[src/rtl/fifo_64_rd_stream.sv]
// fifo_64_rd_stream
// Read-side adapter for a non-showahead FIFO with 1-cycle read latency.
// Drains the FIFO into a 2-entry skid buffer and presents a valid/ready
// stream, framed into packets of PKT_LEN beats using m_last.
//
// Handshake: a beat transfers on any rising clk edge where m_valid and
// m_ready are both high. While m_valid is high and m_ready is low, m_data
// and m_last hold their values. m_valid never drops without a transfer.
module fifo_64_rd_stream #(
   parameter int WIDTH   = 64,
   parameter int PKT_LEN = 8
) (
   input  logic             clk,
   input  logic             rst_n,
   output logic             fifo_rd_en,
   input  logic [WIDTH-1:0] fifo_dout,
   input  logic             fifo_empty,
   input  logic             fifo_valid,
   output logic [WIDTH-1:0] m_data,
   output logic             m_valid,
   input  logic             m_ready,
   output logic             m_last,
   output logic [31:0]      beat_cnt,
   output logic             err_ovf
);

   localparam int            PW       = (PKT_LEN > 1) ? $clog2(PKT_LEN) : 1;
   localparam logic [PW-1:0] PCNT_MAX = PW'(PKT_LEN - 1);

   logic [1:0]       occ;      // entries held in the skid buffer (0..2)
   logic             pend;     // read issued last cycle, data due this cycle
   logic [WIDTH-1:0] head_q;
   logic [WIDTH-1:0] tail_q;
   logic [PW-1:0]    pcnt;

   logic       pop;
   logic       push;
   logic       ovf;
   logic [2:0] used;
   logic [2:0] avail;

   assign m_valid = (occ != 2'd0);
   assign m_data  = head_q;
   assign m_last  = m_valid & (pcnt == PCNT_MAX);

   // Credit check: a read may issue only if a slot is guaranteed when its
   // data returns, counting a pop this cycle as a freed slot.
   always_comb begin
      pop        = m_valid & m_ready;
      used       = {1'b0, occ} + {2'b00, pend};
      avail      = 3'd2 + {2'b00, pop};
      fifo_rd_en = rst_n & ~fifo_empty & (used < avail);
      ovf        = fifo_valid & (~pend | ((occ == 2'd2) & ~pop));
      push       = fifo_valid & ~ovf;
   end

   // Skid buffer: head is always the oldest word; tail shifts in on pop.
   always_ff @(posedge clk or negedge rst_n) begin
      if (!rst_n) begin
         occ    <= 2'd0;
         pend   <= 1'b0;
         head_q <= '0;
         tail_q <= '0;
      end else begin
         pend <= fifo_rd_en & ~fifo_empty;
         case ({push, pop})
            2'b10: begin
               if (occ == 2'd0) head_q <= fifo_dout;
               else             tail_q <= fifo_dout;
               occ <= occ + 2'd1;
            end
            2'b01: begin
               if (occ == 2'd2) head_q <= tail_q;
               occ <= occ - 2'd1;
            end
            2'b11: begin
               if (occ == 2'd2) begin
                  head_q <= tail_q;
                  tail_q <= fifo_dout;
               end else begin
                  head_q <= fifo_dout;
               end
            end
            default: ;
         endcase
      end
   end

   // Packet position and running beat count advance on each transfer.
   always_ff @(posedge clk or negedge rst_n) begin
      if (!rst_n) begin
         pcnt     <= '0;
         beat_cnt <= 32'd0;
      end else if (pop) begin
         pcnt     <= (pcnt == PCNT_MAX) ? '0 : pcnt + PW'(1);
         beat_cnt <= beat_cnt + 32'd1;
      end
   end

   // Sticky overflow flag: unexpected or unplaceable read data.
   always_ff @(posedge clk or negedge rst_n) begin
      if (!rst_n) err_ovf <= 1'b0;
      else if (ovf) err_ovf <= 1'b1;
   end

endmodule
[config.mk]
export PLATFORM = sky130hd
export DESIGN_NAME = fifo_64_rd_stream
export DESIGN_NICKNAME = d
export VERILOG_FILES = /design/src/rtl/fifo_64_rd_stream.sv
export SDC_FILE = /design/constraint.sdc
export NUM_CORES = 1
export LEC_CHECK = 0
export ABC_AREA = 1
export CORE_ASPECT_RATIO = 1.1
export CORE_MARGIN = 2
export CORE_UTILIZATION = 41
export CTS_BUF_LIST = sky130_fd_sc_hd__clkbuf_2 sky130_fd_sc_hd__clkbuf_4 sky130_fd_sc_hd__clkbuf_8
export DETAILED_ROUTE_END_ITERATION = 6
export PLACE_DENSITY_LB_ADDON = 0.08
export RECOVER_POWER = 100
export SLEW_MARGIN = 0
export SYNTH_ARGS = -nofsm -noshare
export SYNTH_HDL_FRONTEND = slang
export SYNTH_SLANG_ARGS = --single-unit
[constraint.sdc]
create_clock -name clk -period 4.2 [get_ports clk]
set_clock_uncertainty 0.15 [all_clocks]
set_input_delay 0.84 -clock clk [delete_from_list [all_inputs] [get_ports clk]]
set_output_delay 0.84 -clock clk [all_outputs]
set_load 0.1 [all_outputs]
# Word level (Yosys, flattened, before mapping)
# Cells that the tools add are included.
[totals] in_bits=69 regBits=167
[classes] bitwise=13 n_reduce_logical=7 n_addsub=6 mux=9 eq_ne=9 n_lt_le_gt_ge=1
[op_table] operator="2-to-1 mux 64 bit" n=5
[op_table] operator="case mux 64 bit (3 select lines)" n=1
[op_table] operator="case mux 64 bit (2 select lines)" n=1
[op_table] operator="adder 32 x 1 -> 32 bit (second input constant)" n=1
[op_table] operator="AND 1 bit" n=8
[op_table] operator="!= test 2 bit (second input constant)" n=4
[op_table] operator="== test 2 bit (second input constant)" n=3
[op_table] operator="AND reduction 3 bit" n=2
[op_table] operator="nonzero test 2 bit" n=3
[op_table] operator="NOT 1 bit" n=4
[op_table] operator="case mux 2 bit (2 select lines)" n=1
[op_table] operator="adder 2 x 1 -> 3 bit" n=1
[op_table] operator="adder 2 x 1 -> 3 bit (first input constant)" n=1
[op_table] operator="adder 3 x 1 -> 3 bit (second input constant)" n=1
[op_table] operator="== test 3 bit (second input constant)" n=1
[op_table] operator="less-than comparator 3 bit" n=1
[op_table] operator="2-to-1 mux 3 bit" n=1
[op_table] operator="nonzero test 3 bit" n=1
[op_table] operator="adder 2 x 1 -> 2 bit (second input constant)" n=1
[op_table] operator="== test 2 x 1 -> 1 bit (second input constant)" n=1
[op_table] operator="logical NOT 2 bit" n=1
[op_table] operator="subtractor 2 x 1 -> 2 bit (second input constant)" n=1
[op_table] operator="OR 1 bit" n=1

# Logic depth before layout (Yosys ltp)
[logic_depth] ltp_word=11 depth_mapped=14

# Worst setup path after synthesis
# No wires, ideal clock.
[synth_path] path_kind="register to output" from="register occ[0]" to="output port fifo_rd_en" slack_ns=-0.061 stages_incl_launch_ff=8 required_ns=3.210 arrival_time_ns=3.271 n_path_buf=2 path_cell_list="dfrtp_1 > buf_6 > inv_1 > nand2_1 > nand2_2 > buf_6 > or2_2 > a21oi_1"
[synth_via] elab_chain_len=5 elab_cells_between_ends=6 cone_classes="add/sub: 2; order compare: 1; bitwise: 2; reduce/logical: 1"
[synth_rtl] element="start: declaration" line="30" source="logic [1:0] occ;"
[synth_rtl] element="start signal: assignment" line="70" source="occ <= occ + 2'd1;"
[synth_rtl] element="start signal: assignment" line="74" source="occ <= occ - 2'd1;"
[synth_rtl] element="nonzero test 2 bit" line="42" source="assign m_valid = (occ != 2'd0);"
[synth_rtl] element="via m_valid" line="20" source="output logic m_valid,"
[synth_rtl] element="AND 1 bit" line="49" source="pop = m_valid & m_ready;"
[synth_rtl] element="adder 2 x 1 -> 3 bit" line="51" source="avail = 3'd2 + {2'b00, pop};"
[synth_rtl] element="less-than comparator 3 bit" line="52" source="fifo_rd_en = rst_n & ~fifo_empty & (used < avail);"
[synth_rtl] element="AND 1 bit" line="52"
[synth_rtl] element="end: declaration" line="15" source="output logic fifo_rd_en,"
# The timed path passes the listed nets, and every way through them passes these cells.

# Final worst setup path
[layout_path] from="input port m_ready" to="output port fifo_rd_en"
[layout_via] elab_chain_len=4
[layout_rtl] element="start: declaration" line="21" source="input logic m_ready,"
[layout_rtl] element="AND 1 bit" line="49"
[layout_rtl] element="adder 2 x 1 -> 3 bit" line="51"
[layout_rtl] element="less-than comparator 3 bit" line="52"
[layout_rtl] element="AND 1 bit" line="52"
# No other way between the ends.

==> impl_metrics.toml <==
[placement]
place_congestion = 0.847
place_ws_ns = 0.592
dp_hpwl_um = 13200
numPortBuffers = 168
placed_cells = 1354

[yosys]
syn_avg_cell_area_um2 = 8.13
ys_types = 30
synth_common_cells = "206 x nand2_1, 167 x dfrtp_1, 106 x inv_1"
syn_inst = 981
async_reset_ff_share_pct = 100
yosysSeqAreaShare_pct = 52.4
synth_largest_area_cell = "dfrtp_1"
synth.most_common_cell = "nand2_1"
synth_top_cell_area_share_pct = 52.4
syn_nets = 1059
synth_edf_count = 0
yosys-top-cells-area = "dfrtp_1 52%, nand2_1 9.7%, o21ai_0 6.3%, nand3_1 5.3%, inv_1 5.0%"
synth-seq-cells = 167
syn_area_um2 = 7970
yosysWarnings = 0
synth_ff_type = "dfrtp_1"

[grt]
antenna_found_initial = 0
grt_max_degree = 85
track_usage_pct = 21.0
grt_pass1_wl_um = 33800
grt_pass1_vias = 6585
grt.overflow.total = 0

[pwr]
swShare_pct = 52.9
power_frac_seq_pct = 31.8
p_int_w = 0.00383
clkPwrFrac_pct = 15.5
power_density_nw_per_um2 = 795
vdd_ir_drop_max_v = 0.000429
combinationalPowerShare_pct = 52.7
leakage_nw = 5.00
p_sw_w = 0.00429

[floorplan]
rows = 53
start_util_pct = 41.7
dieArea_um2 = 20600
die_w_um = 137
core_um2 = 19100
pin_count = 169
die_y_um = 150

[timing]
relSlewSlack_pct = -2.26
fin_tns_setup_ns = 0
drv_slew = 69
fmax_ghz = 0.276
rsz0062_at_grt = "false"
worst_pin_slew_ns = 1.53
timing.final.ws_setup_ns = 0.574
min_period_ns = 3.63
hold_viol_final = 0
fin_crit_sh_pct = 86.3
finalSetupViolCount = 0

[worst_setup_path]
r2r_setup_slack_ns = 1.07
cp_max_fo = 12
arrival_ns = 2.64
critPathCaptureType = "output port"
worstSetupPathType = "input pin to output port"
crit_required_ns = 3.21
crit_path_start = "m_ready"
startpoint_type = "input pin"
r2r_start = "occ[0]$_DFFE_PN0P_"

[clock_tree]
h-tree-depth = 4
cts_tree = "built"
clk_pin_slew_worst_paths_ns = 0.08
clk_latency_ns = 0.47
clkSinkCount = 167
cts_buffers = 17
root_buffer = "clkbuf_8"
cts_resized = 0
cts_buffer_depth = 2

[hold_path]
min-delay-path-class = "register to register"
min-delay-start = "err_ovf$_DFFE_PN0P_"

[layout]
fin_cells = 1386
drive_above_1_share_pct = 4.83
final_nets = 1205
antenna_cells = 0
final_util_pct = 53.5
area.growth.synth_to_final_pct = 28.1

[detailed_routing]
wl_per_cell_um = 14.9
dr_wl_met2_um = 9340
drc = 0
met3_length_um = 980
drt_pass1_iterations = 4
dr_total_vias = 6780
ant_nets = 0
drt_iter0_markers = 404
m1WireLength_um = 9880
avgViaCountPerCell = 4.89
top_layer = "met4"
detail_route.wirelength_um = 20700

[outcome]
failed_checks = "capacitance limit, slew limit"
status = "complete, but fails checks"

[run]
cap_violations = 1
through the flow:
stage	hold slack [ns]	area [um^2]	power, W
floorplan	0.303	7980	0.00594
global placement	0.312	9850	0.00703
detailed placement	0.311	9850	0.00708
CTS	0.339	10300	0.00835
global route	0.353	10200	0.00859
finish	0.323	10200	0.00812
cell usage in the layout, fill, tap and decap left out, types with 2 or more instances in the layout:
master,n
xor2_1,12
nor2_4,2
a21oi_1,66
dlygate4sd3_1,100
clkinv_2,2
nand3_1,84
o21ai_1,2
buf_4,8
nand4_1,18
nand3b_1,3
clkdlybuf4s50_1,66
inv_1,107
nor2_2,2
o21bai_1,3
inv_6,3
dfrtp_1,167
clkbuf_8,20
nor2_1,96
xnor2_1,6
clkbuf_2,3
o21ai_0,129
clkbuf_1,3
bufinv_16,3
nand2_1,207
nor3_1,4
ha_1,8
buf_12,2
clkbuf_4,2
final timing paths:
path | endpoint | cells after the start
max | fifo_rd_en | 5
min in group asynchronous | beat_cnt[8]$_DFFE_PN0P_ | 2
min reg2reg | err_ovf$_DFFE_PN0P_ | 1
max reg2reg | m_data[31]$_DFFE_PN0P_ | 8
min | err_ovf$_DFFE_PN0P_ | 1
max in group asynchronous | m_data[56]$_DFFE_PN0P_ | 3
power groups by stage:
stage	registers, W	clock network, W	logic (W)
floorplan	0.00456	0	0.00138
global placement	0.00262	0	0.00441
detailed placement	0.00262	0	0.00445
CTS	0.00259	0.00129	0.00446
global route	0.00266	0.00136	0.00457
finish	0.00258	0.00126	0.00428
area by class of cell:
cell class	instances	area, um^2
clock buffers	21	283
clock inverters	10	143
fillers	1857	8880
inverters	108	405
multi-input cells	650	3100
flip-flops and latches	167	4180
well taps	247	309
repair buffers	183	1800
critical path: stages:
cell and delay, ns:
dlygate4sd3_1 0.58, nand2_1 0.33, or2_2 0.42, a21oi_1 0.24, buf_12 0.22
state kept, by name (all words and copies together), names as in the netlist:
name      flops
m_data       64
tail_q       64
beat_cnt     32
pcnt          3
occ           2
err_ovf       1
pend          1
metal layers:
layer / vias up / global-route usage, %
li1: 3445 / -
met1: 3140 / 29.5
met2: 163 / 32.3
met3: 32 / 4.48
met4: 0 / 7.06
met5: - / 0
logic make-up (layout without fill, tap and decap cells):
logic type                 count (synthesis)  in the layout  synth area share [%]
adders and majority gates                  9              9                  1.41
AOI/OAI and AO/OA                        205            205                  13.1
buffers and inverters                    164            322                  8.77
and+or+nand+nor                          418            418                  22.3
DFF                                      167            167                  52.4
xor gates and xnor gates                  18             18                  1.98
timing repair:
action / in CTS / in global routing
hold buffers: 1 / 0
endpoints found under the hold margin: 5 / 0
setup buffers: 0 / 0
Note: power is estimated with default switching activity, not from simulation.
